**src/rtl/fix_mult_pkg.sv**
```systemverilog
// fix_mult_pkg: shared defaults, FSM encoding and counter-width helper for the fix_mult datapath
package fix_mult_pkg;
  localparam int Q_DEF = 8;
  localparam int N_DEF = 16;
  typedef enum logic [1:0] {IDLE, CALC, DONE} state_t;
  function automatic int cnt_w(input int n);
    return (n > 2) ? $clog2(n - 1) : 1;
  endfunction
endpackage

```
**src/rtl/qmag_shift_add.sv**
```systemverilog
// qmag_shift_add: unsigned WxW shift-add core, P is the running product through the current bit
module qmag_shift_add #(
  parameter int W = 15
) (
  input  logic           clk,
  input  logic           rst_n,
  input  logic           load,
  input  logic           step,
  input  logic [W-1:0]   a_m,
  input  logic [W-1:0]   b_m,
  output logic [2*W-1:0] P
);
  logic [2*W-1:0] acc, a_sh;
  logic [W-1:0]   b_sh;
  assign P = acc + (b_sh[0] ? a_sh : '0);
  always_ff @(posedge clk or negedge rst_n)
    if (!rst_n) begin
      acc  <= '0;
      a_sh <= '0;
      b_sh <= '0;
    end else if (load) begin
      acc  <= '0;
      a_sh <= {{W{1'b0}}, a_m};
      b_sh <= b_m;
    end else if (step) begin
      acc  <= P;
      a_sh <= a_sh << 1;
      b_sh <= b_sh >> 1;
    end
endmodule

```
**src/rtl/qmult_seq.sv**
```systemverilog
// qmult_seq: sequential sign-magnitude Q-format multiplier with saturated and full two's-complement results
module qmult_seq
  import fix_mult_pkg::*;
#(
  parameter int Q = Q_DEF,
  parameter int N = N_DEF
) (
  input  logic           clk,
  input  logic           rst_n,
  input  logic           i_start,
  input  logic [N-1:0]   i_a,
  input  logic [N-1:0]   i_b,
  output logic           o_busy,
  output logic           o_done,
  output logic [N-1:0]   o_result,
  output logic           o_ovf,
  output logic [2*N-1:0] o_product
);
  localparam int CW = cnt_w(N);
  state_t         state, state_nx;
  logic [CW-1:0]  cnt;
  logic           s, load, step, last, ovf;
  logic [2*N-3:0] p;
  logic [N-2:0]   r_m;
  logic [2*N-1:0] prod;
  assign load   = (state == IDLE) && i_start;
  assign step   = (state == CALC);
  assign last   = step && (cnt == CW'(N - 2));
  assign o_busy = (state == CALC);
  assign o_done = (state == DONE);
  qmag_shift_add #(.W(N - 1)) u_core (
    .clk   (clk),
    .rst_n (rst_n),
    .load  (load),
    .step  (step),
    .a_m   (i_a[N-2:0]),
    .b_m   (i_b[N-2:0]),
    .P     (p)
  );
  always_comb begin
    state_nx = load ? CALC : last ? DONE : (state == DONE) ? IDLE : state;
    ovf      = |p[2*N-3:Q+N-1];
    r_m      = ovf ? '1 : p[Q+N-2:Q];
    prod     = s ? ~{2'b00, p} + (2*N)'(1) : {2'b00, p};
  end
  always_ff @(posedge clk or negedge rst_n)
    if (!rst_n) begin
      state     <= IDLE;
      cnt       <= '0;
      s         <= 1'b0;
      o_result  <= '0;
      o_ovf     <= 1'b0;
      o_product <= '0;
    end else begin
      state <= state_nx;
      cnt   <= load ? '0 : step ? cnt + CW'(1) : cnt;
      s     <= load ? i_a[N-1] ^ i_b[N-1] : s;
      if (last) begin
        o_result  <= {s & |r_m, r_m};
        o_ovf     <= ovf;
        o_product <= prod;
      end
    end
endmodule

```
**config.mk**
```make
export PLATFORM = sky130hd
export DESIGN_NAME = qmult_seq
export DESIGN_NICKNAME = d
export VERILOG_FILES = /design/src/rtl/fix_mult_pkg.sv /design/src/rtl/qmag_shift_add.sv /design/src/rtl/qmult_seq.sv
export SDC_FILE = /design/constraint.sdc
export NUM_CORES = 1
export LEC_CHECK = 0
export ABC_AREA = 1
export ABC_CLOCK_PERIOD_IN_PS = 4200
export CORE_ASPECT_RATIO = 2
export CORE_UTILIZATION = 30
export CTS_CLUSTER_SIZE = 8
export DETAILED_ROUTE_END_ITERATION = 16
export PLACE_DENSITY = 0.53
export SETUP_SLACK_MARGIN = 0.1
export SLEW_MARGIN = 20
export SYNTH_ARGS = -nofsm -noshare
export SYNTH_HDL_FRONTEND = slang
export SYNTH_HIERARCHICAL = 1
export SYNTH_SLANG_ARGS = --single-unit
```
**constraint.sdc**
```tcl
create_clock -name clk -period 4.2 [get_ports clk]
set_input_delay 0.63 -clock clk [delete_from_list [all_inputs] [get_ports clk]]
set_output_delay 0.63 -clock clk [all_outputs]
set_load 0.005 [all_outputs]
```
==> metrics.md, run 1 <==
| Metric | Value |
|---|---|
| Setup repair after global routing missed its margin | no |
| Initial Util | 0.304 |
| Number of antenna violations at the first check in global routing | 0 |
| Family with the most delay on the worst path | simple AND/OR/NAND/NOR gates |
| Delay of the slowest cell on the worst path | 0.45 ns |
| Clock period minus final worst setup slack | 3.72 ns |
| Number of failing hold endpoints at the final stage | 0 |
| Slew margin rel. | 0.457 |
| IR Drop Worst-Case VDD | around 0.00036 V |
| Max Root-Sink Buffers | 2 |
| Number of top-level pins | 86 |
| Flops & latches, synth | between 100 and 150 |
| Buf/Inv on CP | 5 |
| CTS sink count | 131 |
| Max-cap check violation count | 0 |
| Final Max Tran Viols | 0 |
| Port-buffer cells | 85 |
| Post-synthesis instance total | 1210 |
| Vias after detailed routing | 7873 |
| Number of design-rule violations left by the first detailed-router iteration | 342 |
| F_max | 0.269 GHz |
| Type of destination of the critical path | flop |
| Clock tree root buffer cell | sky130_fd_sc_hd__clkbuf_16 |
| Average footprint of a synthesized cell | 6.93 sq um |
| Overflow left after global routing | 0 |
| Maximum number of pins on one net before global-route repair | 73 |
| Share of final-layout standard cells stronger than drive strength 1 | 0.0573 |
| Worst endpoint required time | 4.53 ns |
| Vertical die dimension | 238 um |
| Net count of the mapped netlist | between 1k and 1.5k |
| Number of nets still failing antenna checks after routing | 0 |
| Die Wd | 120 um |
| Number of global-route vias before repair | between 8k and 9k |
| Leakage dissipation | 5.37 nW |
| Cell-by-cell listing of the critical path | buf_4 -> buf_4 -> nand2_1 -> inv_1 -> ha_1 -> nand2_1 -> inv_1 -> nand2_1 -> nor3_1 -> nand3_1 -> nand3_1 -> nand2_1 -> and2_1 -> inv_1 -> nand2_1 -> nor2_1 -> nand3_2 -> nor2_2 -> nand4_1 -> nand2_1 -> nand2_1 |
| Global-route wire length before repair | 40500 um |
| Cell accounting for the most synthesized area | sky130_fd_sc_hd__dfrtp_1 |
| Number of cell rows | 86 |
| Actual transition at the worst max-transition pin | 0.813 ns |
| Net count of the finished layout | between 1k and 1.5k |
| Leading cell types by total area after synthesis | sky130_fd_sc_hd__dfrtp_1 39%, sky130_fd_sc_hd__nand2_1 18%, sky130_fd_sc_hd__inv_1 9.0%, sky130_fd_sc_hd__nor2_1 5.0%, sky130_fd_sc_hd__ha_1 4.8% |
| Clock H-tree levels | 4 |
| WS Path Type | flop to flop |
| Top cell by count, worst path | sky130_fd_sc_hd__nand2_1 |
| Fraction of the yosys area taken by sequential cells | 0.391 |
| Number of distinct library cells after synthesis | 39 |
| Clock tree from TritonCTS | built |
| Core Footprint | 0.0275 sq mm |
| Arrival time worst endpoint | between 4 and 5 ns |
| Routed length per placed instance | around 15 um |
| Run status | finished, final reports clean |
| Commonest non-fill, non-tap cells in the layout | 396 x sky130_fd_sc_hd__nand2_1, 200 x sky130_fd_sc_hd__inv_1, 131 x sky130_fd_sc_hd__dfrtp_1 |
| Hold-fix buffer count after cts | 0 |
| Smallest setup slack after layout | 0.476 ns |
| Post-synthesis instance area | 0.00838 sq mm |
| CP Max Fanout | 23 |
| # setup viols final | 0 |
| Warning count from the yosys run | 6 |
| Clock Latency Late Sink | 0.44 ns |
| Routability congestion estimate | 0.920 |
| Worst path slowest cell | sky130_fd_sc_hd__dfrtp_1 |
| Post-DR vias/cell | 4.74 |
| Placement Setup Slack | 0.185 ns |
| Area grow syn2layout | 22.3% |
| Number of buffers added by the clock tree synthesis step | 17 |
| Setup tns final | 0 ns |
| Dpl hpwl | 20200 um |
| Proportion of netlist area held by the largest area contributor | 0.391 |
| Most common cell after layout, fill and taps aside | sky130_fd_sc_hd__nand2_1 |
| Final period util | 0.887 |
| Clk pin slew, worst setup/hold paths | 0.06 ns |
| Worst clock skew | 0.00947 ns |
| Total routing resource utilization after global routing | 0.188 |
| Overall die area | 0.0287 sq mm |
| Crit path launch type | flop |
| DRC Markers | 0 |
| Path category of the worst min-delay check | primary input to async pin |
| Total Wirelength | 25700 um |
| Antenna Cells | 0 |
| Number of optimization iterations in the first detailed-route pass | 5 |
| Power per cell area | 872 mW/mm^2 |
[registers in the layout (all words and copies together) (netlist names)]
register,flops
cnt,4
o_ovf,1
o_product,32
o_result,16
s,1
state,2
u_core/a_sh,30
u_core/acc,30
u_core/b_sh,15
[synth_stat cells, drive strengths merged]
cell	count
a21o	1
a21oi	33
a22o	5
a22oi	2
a31oi	6
and2	15
and3	1
buf	20
clkbuf	13
dfrtp	131
fa	1
ha	32
inv	204
mux2i	1
nand2	403
nand3	68
nand3b	5
nand4	10
nor2	121
nor3	6
o211ai	5
o21ai	55
o21bai	3
o221ai	8
o22a	3
o22ai	30
or2	2
xnor2	8
xor2	18
[worst register-to-register path: stages (launching register included)]
cell and delay [ns]:
sky130_fd_sc_hd__dfrtp_1 0.45, sky130_fd_sc_hd__buf_4 0.25, sky130_fd_sc_hd__buf_4 0.18, sky130_fd_sc_hd__nand2_1 0.06, sky130_fd_sc_hd__inv_1 0.05, sky130_fd_sc_hd__ha_1 0.34, sky130_fd_sc_hd__nand2_1 0.10, sky130_fd_sc_hd__inv_1 0.08
sky130_fd_sc_hd__nand2_1 0.09, sky130_fd_sc_hd__nor3_1 0.21, sky130_fd_sc_hd__nand3_1 0.18, sky130_fd_sc_hd__nand3_1 0.12, sky130_fd_sc_hd__nand2_1 0.06, sky130_fd_sc_hd__and2_1 0.18, sky130_fd_sc_hd__inv_1 0.11, sky130_fd_sc_hd__nand2_1 0.06
sky130_fd_sc_hd__nor2_1 0.21, sky130_fd_sc_hd__nand3_2 0.23, sky130_fd_sc_hd__nor2_2 0.22, sky130_fd_sc_hd__nand4_1 0.22, sky130_fd_sc_hd__nand2_1 0.16, sky130_fd_sc_hd__nand2_1 0.06
[metrics by stage]
step                      cells  instance area, sq um   util  hold slack (ns)  power [mW]
after floorplan            1210                  8380      -            0.334        5.60
after global placement     1628                  9660  0.351            0.465        7.40
after detailed placement   1628                  9660  0.351            0.475        7.47
after CTS                  1660                 10200  0.372            0.196        9.00
after global routing       1660                 10200  0.372            0.219        9.73
final                      1660                 10200  0.372            0.164        8.94
[worst paths after layout]
check	slack (ns)	to	depth (start not counted)	start
setup reg to reg	0.48	o_result[15]	21	u_core/b_sh[0]
setup / recovery	0.48	o_result[15]	21	u_core/b_sh[0]
max in group asynchronous	3.26	u_core/acc[2]	2	rst_n
hold / removal	0.16	o_product[25]	1	rst_n
min in group clk	0.48	cnt[3]	1	cnt[3]
hold reg to reg	0.48	cnt[3]	1	cnt[3]
[cells by family after synthesis]
group	count (synthesis)	share of synthesized area
AO/OA/AOI/OAI	151	0.106
XOR/XNOR	26	0.0281
adder cells (fa/ha/maj)	33	0.0502
buffers and inverters	237	0.109
flip-flops	131	0.391
multiplexers	1	0.00119
AND/OR/NAND/NOR	631	0.314
[where the power goes]
part | leakage [nW] | switching [mW] | internal [mW]
clock network | 0.283 | 0.631 | 0.881
registers | 1.56 | 0.354 | 1.86
logic | 3.52 | 3.32 | 1.90
[per-layer routing]
layer,up-vias,wire length [um],global-route usage
met5,-,0,0
met4,0,1440,0.119
met3,57,639,0.0304
met2,140,14500,0.365
met1,3702,9090,0.178
li1,3974,-,-
[timing repair]
action | CTS | global route
setup endpoints to repair | 0 | 4
buffers inserted | 0 | 0
gates resized for setup | 0 | 3
[cell type report]
type	count	area, sq um
Fill cell	2985	17300
Tap cell	352	440
Timing Repair Buffer	99	982
Multi-Input combinational cell	842	4200
Clock buffer	18	429
Inverter	204	766
Sequential cell	131	3280
Clock inverter	14	154
Power figures use the tool's default switching activity.
==> run 2, diff against run 1 <==
--- a/config.mk
+++ b/config.mk
@@ -18,3 +18,4 @@
 export SYNTH_HDL_FRONTEND = slang
 export SYNTH_HIERARCHICAL = 1
 export SYNTH_SLANG_ARGS = --single-unit
+export TNS_END_PERCENT = 1
==> results of run 2 <==
Same layout as run 1: the final DEF is identical, and so are final timing and power.
==> run 3, diff against run 2 <==
--- a/config.mk
+++ b/config.mk
@@ -7,6 +7,7 @@
 export LEC_CHECK = 0
 export ABC_AREA = 1
 export ABC_CLOCK_PERIOD_IN_PS = 4200
+export CAP_MARGIN = 20
 export CORE_ASPECT_RATIO = 2
 export CORE_UTILIZATION = 30
 export CTS_CLUSTER_SIZE = 8
==> results of run 3 <==
Same layout as run 1: the final DEF is identical, and so are final timing and power.
